$ cat config.mk
export PLATFORM = sky130hd
export DESIGN_NAME = reg_file
export DESIGN_NICKNAME = d
export VERILOG_FILES = /design/src/rtl/reg_file_pkg.sv /design/src/rtl/reg_file_reg_cell.sv /design/src/rtl/reg_file.sv
export SDC_FILE = /design/constraint.sdc
export NUM_CORES = 1
export LEC_CHECK = 0
export ABC_AREA = 1
export CORE_AREA = 2 2 174 176
export CTS_CLUSTER_SIZE = 20
export DETAILED_ROUTE_END_ITERATION = 12
export DIE_AREA = 0 0 176 178
export MAX_ROUTING_LAYER = met4
export PLACE_DENSITY = 0.83
export SYNTH_ARGS = -nofsm -noshare
export SYNTH_HDL_FRONTEND = slang
export SYNTH_SLANG_ARGS = --single-unit
$ cat constraint.sdc
create_clock -name clock -period 2.12 [get_ports clock]
set_clock_uncertainty 0.1 [all_clocks]
set_input_delay 0.212 -clock clock [delete_from_list [all_inputs] [get_ports clock]]
set_output_delay 0.212 -clock clock [all_outputs]
set_load 0.01 [all_outputs]
$ cat src/rtl/reg_file_pkg.sv
// reg_file_pkg: shared constants and helpers for the reg_file register bank.
package reg_file_pkg;

  localparam int REG_FILE_WIDTH = 32;
  localparam int REG_FILE_DEPTH = 8;

  // Address width needed to select one of 'depth' registers (never below 1 bit).
  function automatic int addr_width(input int depth);
    return (depth > 1) ? $clog2(depth) : 1;
  endfunction

endpackage

$ cat src/rtl/reg_file_reg_cell.sv
// reg_cell: one WIDTH-bit storage register with synchronous active-high
// reset, load enable, true and complemented outputs.
module reg_cell
  import reg_file_pkg::*;
#(
  parameter int WIDTH = REG_FILE_WIDTH
) (
  input  logic             clock,
  input  logic             reset,
  input  logic             load,
  input  logic [WIDTH-1:0] d,
  output logic [WIDTH-1:0] q,
  output logic [WIDTH-1:0] q_n
);

  // Clear on reset, capture d when load is high, otherwise hold.
  always_ff @(posedge clock) begin
    if (reset) begin
      q <= '0;
    end else if (load) begin
      q <= d;
    end else begin
      q <= q;
    end
  end

  assign q_n = ~q;

endmodule

$ cat src/rtl/reg_file.sv
// reg_file: DEPTH x WIDTH register bank, one synchronous write port and two
// registered read ports (A with complemented output, B).
// Optional build macro REG_FILE_BYPASS_EN: when defined, a read and a write to
// the same live address in one cycle returns the write data (forwarding);
// when undefined the read returns the previously stored value.
module reg_file
  import reg_file_pkg::*;
#(
  parameter int WIDTH    = REG_FILE_WIDTH,
  parameter int DEPTH    = REG_FILE_DEPTH,
  parameter int ZERO_REG = 1,
  parameter int AW       = addr_width(DEPTH)
) (
  input  logic             clock,
  input  logic             reset,
  input  logic             we,
  input  logic [AW-1:0]    waddr,
  input  logic [WIDTH-1:0] wdata,
  input  logic             re_a,
  input  logic [AW-1:0]    raddr_a,
  input  logic             re_b,
  input  logic [AW-1:0]    raddr_b,
  output logic [WIDTH-1:0] rdata_a,
  output logic [WIDTH-1:0] rdata_a_n,
  output logic [WIDTH-1:0] rdata_b
);

  logic [WIDTH-1:0] word [DEPTH];
  logic [WIDTH-1:0] word_n_unused [DEPTH];
  logic [WIDTH-1:0] rdata_b_n_unused;
  logic [DEPTH-1:0] load;
  logic [WIDTH-1:0] next_a;
  logic [WIDTH-1:0] next_b;

  // An address is live when it names a real register that is not the
  // hardwired zero register; only live addresses are written or read.
  function automatic logic live(input logic [AW-1:0] addr);
    return ({1'b0, addr} < (AW+1)'(DEPTH)) &&
           !((ZERO_REG != 0) && (addr == '0));
  endfunction

  // Decode the write port into one load strobe per register.
  always_comb begin
    load = '0;
    for (int i = 0; i < DEPTH; i++) begin
      load[i] = we && live(waddr) && (waddr == AW'(i));
    end
  end

  // Storage: one reg_cell per register, all sharing the write data bus.
  for (genvar i = 0; i < DEPTH; i++) begin : g_cell
    reg_cell #(.WIDTH(WIDTH)) u_cell (
      .clock (clock),
      .reset (reset),
      .load  (load[i]),
      .d     (wdata),
      .q     (word[i]),
      .q_n   (word_n_unused[i])
    );
  end

  // Port A read mux: dead addresses return zero; same-address write is
  // forwarded only in the bypass build.
  always_comb begin
    next_a = '0;
    if (live(raddr_a)) begin
`ifdef REG_FILE_BYPASS_EN
      if (we && (raddr_a == waddr)) begin
        next_a = wdata;
      end else begin
        next_a = word[raddr_a];
      end
`else
      next_a = word[raddr_a];
`endif
    end else begin
      next_a = '0;
    end
  end

  // Port B read mux: same rules as port A.
  always_comb begin
    next_b = '0;
    if (live(raddr_b)) begin
`ifdef REG_FILE_BYPASS_EN
      if (we && (raddr_b == waddr)) begin
        next_b = wdata;
      end else begin
        next_b = word[raddr_b];
      end
`else
      next_b = word[raddr_b];
`endif
    end else begin
      next_b = '0;
    end
  end

  // Output registers: load on read enable, hold otherwise; q_n of port A
  // provides the complemented output straight from the flops.
  reg_cell #(.WIDTH(WIDTH)) u_port_a (
    .clock (clock),
    .reset (reset),
    .load  (re_a),
    .d     (next_a),
    .q     (rdata_a),
    .q_n   (rdata_a_n)
  );

  reg_cell #(.WIDTH(WIDTH)) u_port_b (
    .clock (clock),
    .reset (reset),
    .load  (re_b),
    .d     (next_b),
    .q     (rdata_b),
    .q_n   (rdata_b_n_unused)
  );

endmodule
== After elaboration in Yosys (flattened, before gate mapping) ==
Index checks and enable logic that the tools add are counted.

* $add $sub $neg: 0
* $mul: 0
* Divide/modulo/power cells: 0
* $lt $le $gt $ge: 2
* Equality and inequality tests: 7
* Shifts and indexed selects: 0
* Muxes and demuxes: 8
* Bitwise gates (word level): 3
* Reduce and logical (&&, ||, !) cells: 13

{| class="wikitable"
|+ Operator list
! cell !! count
|-
| $bmux W32 S3 || 2
|-
| $mux W32 || 6
|-
| $not A32 Y32 || 1
|-
| $eq A3 B3 Y1 const B || 4
|-
| $logic_and A1 B1 Y1 || 9
|-
| $logic_not A3 Y1 || 3
|-
| $ge A4 B4 Y1 const B || 2
|-
| $not A3 Y4 || 2
|-
| $eq A3 B2 Y1 const B || 2
|-
| $eq A3 B1 Y1 const B || 1
|-
| $logic_not A1 Y1 || 1
|}

* Register bits after elaboration: 320
* Latch bits: 0
* Bits in writable memories: 0
* ROM bits: 0
* Output and inout bits: 96
* Word-level logic and storage cells: 43
* Memories kept: 0

== Depth between registers and ports, before layout ==
Gate-level depths: netlist of run 1.

* Depth in word-level cells: 5
* Gate-level depth with buffers: 9

== Hierarchy ==
A second synthesis of run 1 with hierarchy kept.

* Cells, all modules: 3723
* Area, all modules: 21859.7 sq um

{| class="wikitable"
|+ Modules (own cells, without submodules)
! module !! times used !! cells each !! area an instance (sq um)
|-
| reg_cell || 10 || 235 || 1595.3
|-
| reg_file || 1 || 1373 || 5906.9
|}

== Worst setup path after synthesis of run 1 ==
No wires, ideal clock.

* Kind: in2reg
* From: input raddr_a[0]
* To: register u_port_a.q[15]
* Setup time: 0.132 ns
* Arrival: 0.981 ns
* Data required time: 1.888 ns
* Slack: 0.907 ns
* Stages on the path: 9
* Path buffers: 3
* Cells stage by stage: buf_4 buf_6 buf_4 nand2_1 nand3_1 nand2_1 nand2_1 nand3_1 a21oi_1

* Longest elaborated chain between the ends: 5
* Elaborated cells between the ends (all ways): 6
* Classes of those cells: 4 x mux; 1 x bitwise; 1 x reduce/logical

{| class="wikitable"
|+ RTL lines
! item !! line !! source
|-
| start: declaration || reg_file.sv:20 || <nowiki>input logic [AW-1:0] raddr_a,</nowiki>
|-
| $not A3 Y4 (implied by the code) || reg_file.sv:74 || <nowiki>next_a = word[raddr_a];</nowiki>
|-
| $bmux W32 S3 || reg_file.sv:74 ||
|-
| $mux W32 (implied by the code) (2 in a row) || reg_file.sv:74 ||
|-
| $mux W32 (*) || reg_file.sv:66 || <nowiki>if (live(raddr_a)) begin</nowiki>
|-
| end signal: assignment || reg_file_reg_cell.sv:23 || <nowiki>q <= q;</nowiki>
|-
| end: declaration || reg_file_reg_cell.sv:12 || <nowiki>output logic [WIDTH-1:0] q,</nowiki>
|}

Every way passes the cells marked *; elsewhere a longest branch is shown, timed or not. The select of a mux whose other input is x is not followed.
A chain may end at the register's enable or synchronous reset.

== Final worst setup path of run 1 ==
* From: register u_port_a.q[30]
* To: output rdata_a[30]

{| class="wikitable"
|+ RTL lines
! item !! line !! source
|-
| end: declaration || reg_file.sv:23 || <nowiki>output logic [WIDTH-1:0] rdata_a,</nowiki>
|}

No word-level cell between the ends.

==> impl_metrics.toml, run 1 <==
[detailed_routing]
wl_per_cell_um = 17.3
drt_first_pass_iters = 7
drtIter0Drc = 1920
routed_wl_mm = 48.5
dr_total_vias = 16000
drc = 0
viasPerCell = 5.73
postRouteAntennaNets = 0

[floorplan]
ioPinCount = 142
fp.dieArea_um2 = 31300
core-area_um2 = 29400
die_h_um = 178
die_w_um = 176
start_util_pct = 49.5
placementRows = 63

[synthesis]
synth_nets = 2394
async_reset_ff_share_pct = 0
synth_edf_count = 0
syn_area_um2 = 14600
avgSynthCellArea_um2 = 6.20
yosysTopAreaCellShare_pct = 39.6
yosys.area.top_type = "dfxtp_1"
ys_ff_latch = 288
synthCells = 2348
yosysSeqAreaShare_pct = 39.6
synthFlopType = "dfxtp_1"
yosys_warnings = 0
netlist_top_cells_area = "dfxtp_1 (40%), nand2_1 (18%), nand3_1 (11%), nor2_1 (8.5%), o21ai_0 (7.6%)"
yosysMostFrequentCell = "nand2_1"
synth_cell_types = 18
synth_top_cells_by_count = "nand2_1 (702), nor2_1 (328), nand3_1 (314)"

[pwr]
p_clk_share_pct = 40.1
sw_frac_of_total_pct = 27.4
p_leak_nw = 7.27
internal_power_mw = 9.36
pwr-share-comb_pct = 15.0
pwr_density_cell_nw_per_um2 = 748
switching_power_mw = 3.52
fin_total_pwr_mw = 12.9
vdd_drop_max_uv = 675
seq_power_share_pct = 44.9

[worst_setup_path]
max_stage_delay_ns = 0.59
setup.worst_path.end_class = "output pin"
crit_cells = 1
rr_worst_depth = 6
slowest_stage = "clkdlybuf4s50_1"
worstPathArrival_ns = 1.60
startpoint_type = "flop"
crit_type = "flop to output pin"
required_ns = 1.81
crit_family = "buffers and inverters"
crit_chain = "clkdlybuf4s50_1"
crit_buf_inv = 1
cp_max_fo = 3

[worst_hold_path]
min_path_cells = 3
worst_hold_path_type = "input port to flop"

[sta]
drv_slew = 0
hold_viol = 0
setup_viol = 0
relSlewSlack_pct = 55.4
rsz0062_at_grt = "false"
max_freq_ghz = 0.523
worst_pin_slew_ns = 0.669
tns_ns = 0
min_period_ns = 1.91
min_period_over_period_pct = 90.3

[status]
status = "finished clean"

[clocking]
cts_tree = "done"
cts-resized-gates = 0
clk_path_buf_depth = 3
cts_buffers = 30
clk_latency_ns = 0.56
hold_buffers = 0
cts_setup_buffers = 0
root_buffer = "clkbuf_16"
cts.sinks = 288
clkTransAtPathRegs_ns = 0.06
htree_levels = 1

[global_route]
grt_max_degree = 127
first_global_vias = 15500
grt_overflow = 0
grt_pass1_wl_mm = 77.9
antenna_found_initial = 0
grt_use_total_pct = 31.4

[cells_and_area]
final_nets = 2442
diodes = 0
fillers = 2632
area_growth_pct = 18.3
drive_gt1_share_pct = 4.43

[place]
dpl.hpwl_mm = 27.5
globalplace.congestion = 0.874
port_buffers = 141

[flow_run]
drv_cap = 0
[area by class of cell]
| type | count | area [µm²] | share of cell area (%) |
|---|---|---|---|
| tap | 390 | 488 | 2.83 |
| timing repair buffer | 192 | 2090 | 12.1 |
| multi-input combinational | 1707 | 7260 | 42.2 |
| sequential | 288 | 5770 | 33.5 |
| clock buffer | 44 | 895 | 5.20 |
| inverter | 177 | 674 | 3.92 |
| clock inverter | 5 | 50.0 | 0.291 |
[registers in the layout, indices dropped and copies added, names as in the netlist]
| signal | cells |
|---|---|
| u_port_b.q | 32 |
| g_cell.u_cell.q | 224 |
| u_port_a.q | 32 |
[routing by layer]
metal | GRT usage [%] | share of wire [%]
met5 | - | 0
met1 | 38.7 | 39
met4 | 15.7 | 4.7
met3 | 3.90 | 11
met2 | 51.0 | 46
[worst paths after layout]
check	from	to	slack, ns
setup / recovery	u_port_a.q[30]	rdata_a[30]	0.21
hold / removal	reset	u_port_b.q[21]	0.09
setup reg to reg	g_cell[3].u_cell.q[23]	u_port_a.q[23]	1.01
hold reg to reg	u_port_b.q[3]	u_port_b.q[3]	0.37
[per-stage QoR]
| step | utilization (%) | worst slack, ns | std cells | instance area [µm²] | hold WS (ns) |
|---|---|---|---|---|---|
| 6_report | 58.6 | 0.206 | 2803 | 17200 | 0.0947 |
| 5_1_grt | 58.6 | 0.182 | 2803 | 17200 | 0.108 |
| 4_1_cts | 58.6 | 0.183 | 2803 | 17200 | 0.0904 |
| 3_5_place_dp | 55.4 | 0.338 | 2754 | 16300 | 0.359 |
| 3_3_place_gp | 55.4 | 0.385 | 2754 | 16300 | 0.355 |
| 2_1_floorplan | - | 0.907 | 2348 | 14600 | 0.247 |
[power groups by stage]
stage / registers (mW) / logic, mW / clock network [mW]
global route: 5.81 / 2.09 / 5.41
global placement: 5.89 / 1.84 / 0
CTS: 5.78 / 1.89 / 5.16
finish: 5.78 / 1.93 / 5.17
detailed placement: 5.90 / 1.88 / 0
floorplan: 5.89 / 1.10 / 0
[logic make-up (layout without fill, tap and decap cells)]
| family | after synthesis | count (layout) | share of synthesized area, % |
|---|---|---|---|
| simple gates | 1345 | 1345 | 37.4 |
| compound gates | 362 | 362 | 12.4 |
| buf+inv | 353 | 418 | 10.5 |
| flops | 288 | 288 | 39.6 |
[layout by cell type, fill, tap and decap left out]
master,instances
buf_4,28
clkbuf_1,6
o21ai_0,222
inv_6,1
bufinv_16,1
clkinv_2,4
dfxtp_1,288
inv_1,170
o21ai_1,6
clkbuf_16,31
nand2_1,701
inv_2,2
nor2_1,327
nand2_2,2
buf_12,25
inv_4,2
clkinv_1,2
clkdlybuf4s50_1,136
nor2_2,1
nand3_1,314
a21oi_1,134
buf_2,3
clkbuf_8,7
[tightest hold or removal path: stages]
cell	delay, ns
buf_2	0.14
buf_12	0.21
a21oi_1	0.14
(Power assumes the default switching activity.)
==> inputs of run 2 (changes only) <==
--- a/config.mk
+++ b/config.mk
@@ -15,3 +15,4 @@
 export SYNTH_ARGS = -nofsm -noshare
 export SYNTH_HDL_FRONTEND = slang
 export SYNTH_SLANG_ARGS = --single-unit
+export TNS_END_PERCENT = 5
==> results of run 2 <==
Same layout as run 1: the final DEF is identical, and so are final timing and power.
==> inputs of run 3 (changes only) <==
==> constraint.sdc (replaced) <==
create_clock -name clock -period 2.12 [get_ports clock]
set_clock_uncertainty 0.1 [all_clocks]
set_input_delay 0.636 -clock clock [delete_from_list [all_inputs] [get_ports clock]]
set_output_delay 0.636 -clock clock [all_outputs]
set_load 0.01 [all_outputs]
==> run 3 against run 2 <==
Against the previous run: sequential share of layout area shrank 0.34 points; hold slack gained 0.27 ns; sequential power is essentially flat; power grew 0.65%; die area is the same; highest routed layer unchanged; wire length grew 0.67%; global-route usage grew 0.15 points; register-to-register slack gained 0.02 ns.
==> impl_metrics.toml, run 3 (same netlist as run 1, synthesis figures left out) <==
[sta]
relSlewSlack_pct = 48.9
worst_pin_slew_ns = 0.766
min_period_over_period_pct = 96.5
holdWs_ns = 0.360
tns_ns = 0
hold_viol = 0
min_period_ns = 2.05
setup_viol = 0
drv_slew = 0
rsz0062_at_grt = "false"
max_freq_ghz = 0.489

[pwr]
pwr_density_cell_nw_per_um2 = 745
switching_power_mw = 3.57
internal_power_mw = 9.40
p_leak_nw = 7.64
sw_frac_of_total_pct = 27.5
seq_power_share_pct = 44.6
vdd_drop_max_uv = 711
p_clk_share_pct = 40.8
pwr-share-comb_pct = 14.7

[cells_and_area]
final_nets = 2462
final_common_cell = "nand2_1"
layout_common_cells = "nand2_1 (701), nor2_1 (327), nand3_1 (314)"
drive_gt1_share_pct = 5.46
largest_register_ffs = 224
largest-register = "g_cell.u_cell.q"
fillers = 2659
diodes = 0
top_regs = "g_cell.u_cell.q: 224 flops, u_port_a.q: 32 flops, u_port_b.q: 32 flops"
area_growth_pct = 19.6

[place]
dpl.hpwl_mm = 30.0
port_buffers = 141
globalplace.congestion = 0.891

[worst_setup_path]
cp_max_fo = 3
worstPathArrival_ns = 1.31
startpoint_type = "flop"
setup.worst_path.end_class = "output pin"
r2r_slack_ns = 1.03
required_ns = 1.38
cp-startpoint = "u_port_a.q[9]"
r2r_start = "g_cell[7].u_cell.q[28]"
crit_type = "flop to output pin"

[clocking]
clk_latency_ns = 0.56
root_buffer = "clkbuf_16"
cts-resized-gates = 99
cts_buffers = 30
cts_setup_buffers = 0
clk_path_buf_depth = 3
htree_levels = 1
hold_buffers = 0
cts_tree = "done"
clkTransAtPathRegs_ns = 0.06
cts.sinks = 288

[flow_run]
drv_cap = 0

[floorplan]
ioPinCount = 142
fp.dieArea_um2 = 31300
placementRows = 63
die_h_um = 178
die_w_um = 176
start_util_pct = 49.5
core-area_um2 = 29400

[detailed_routing]
postRouteAntennaNets = 0
drtIter0Drc = 1932
dr_total_vias = 16100
routed_wl_mm = 48.9
drc = 0
drt_first_pass_iters = 9
viasPerCell = 5.70
wl_per_cell_um = 17.3

[global_route]
first_global_vias = 15500
grt_max_degree = 63
grt_use_total_pct = 31.6
grt_pass1_wl_mm = 78.4
antenna_found_initial = 0
grt_overflow = 0

[worst_hold_path]
worst_hold_path_type = "flop to flop"
hp-start = "u_port_b.q[30]"

[status]
status = "finished clean"
run 3: cell types whose count changed in the layout (fill, tap and decap cells not counted):
cell             previous run  this run
clkbuf_8                    7         5
buf_12                     25        35
buf_4                      28        38
clkbuf_1                    6         8
dlygate4sd2_1               0        96
clkinv_2                    4         8
clkdlybuf4s50_1           136        40
dfxtp_1                   288       285
bufinv_16                   1         2
dfxtp_2                     0         3
run 3: worst max-delay path, cell delays in order (launching register included):
cell and delay [ns]:
dfxtp_1 0.42, inv_1 0.05, dlygate4sd2_1 0.28
run 3: path summary, 6_finish.rpt:
path | to | cells after the start
setup / recovery | rdata_a_n[9] | 2
hold / removal | u_port_b.q[30] | 2
setup reg to reg | u_port_a.q[28] | 6
hold reg to reg | u_port_b.q[30] | 2
run 3: cell type report:
type	instances	area, µm²	share of cell area (%)
clock buffers	44	875	5.02
clock inverters	10	100	0.575
inverters	177	674	3.87
multi-input cells	1707	7260	41.7
flip-flops and latches	288	5770	33.1
well taps	390	488	2.80
repair buffers	212	2240	12.9
run 3: metrics by stage:
stage                     instances  total power [mW]  worst slack, ns  cell area, µm²  utilization [%]
after global routing           2828              13.4           0.0411           17400             59.2
after detailed placement       2774              7.82          -0.0821           16600             56.3
final                          2828              13.0           0.0749           17400             59.2
after floorplan                2348              6.99            0.483           14600                -
after global placement         2774              7.77          -0.0147           16600             56.3
after CTS                      2828              12.9           0.0911           17400             59.2
run 3: metal layers:
| metal | up-vias | track usage, % | part of all wire (%) |
|---|---|---|---|
| met3 | 227 | 5.26 | 11 |
| li1 | 7565 | - | - |
| met5 | - | - | 0 |
| met2 | 1080 | 51.8 | 46 |
| met1 | 7260 | 38.0 | 38 |
| met4 | 0 | 15.1 | 4.6 |
run 3: power groups by stage:
stage,combinational (mW),clock [mW],sequential [mW]
global placement,1.88,0,5.89
global route,2.07,5.50,5.80
finish,1.90,5.28,5.78
detailed placement,1.92,0,5.90
CTS,1.86,5.29,5.78
floorplan,1.10,0,5.89
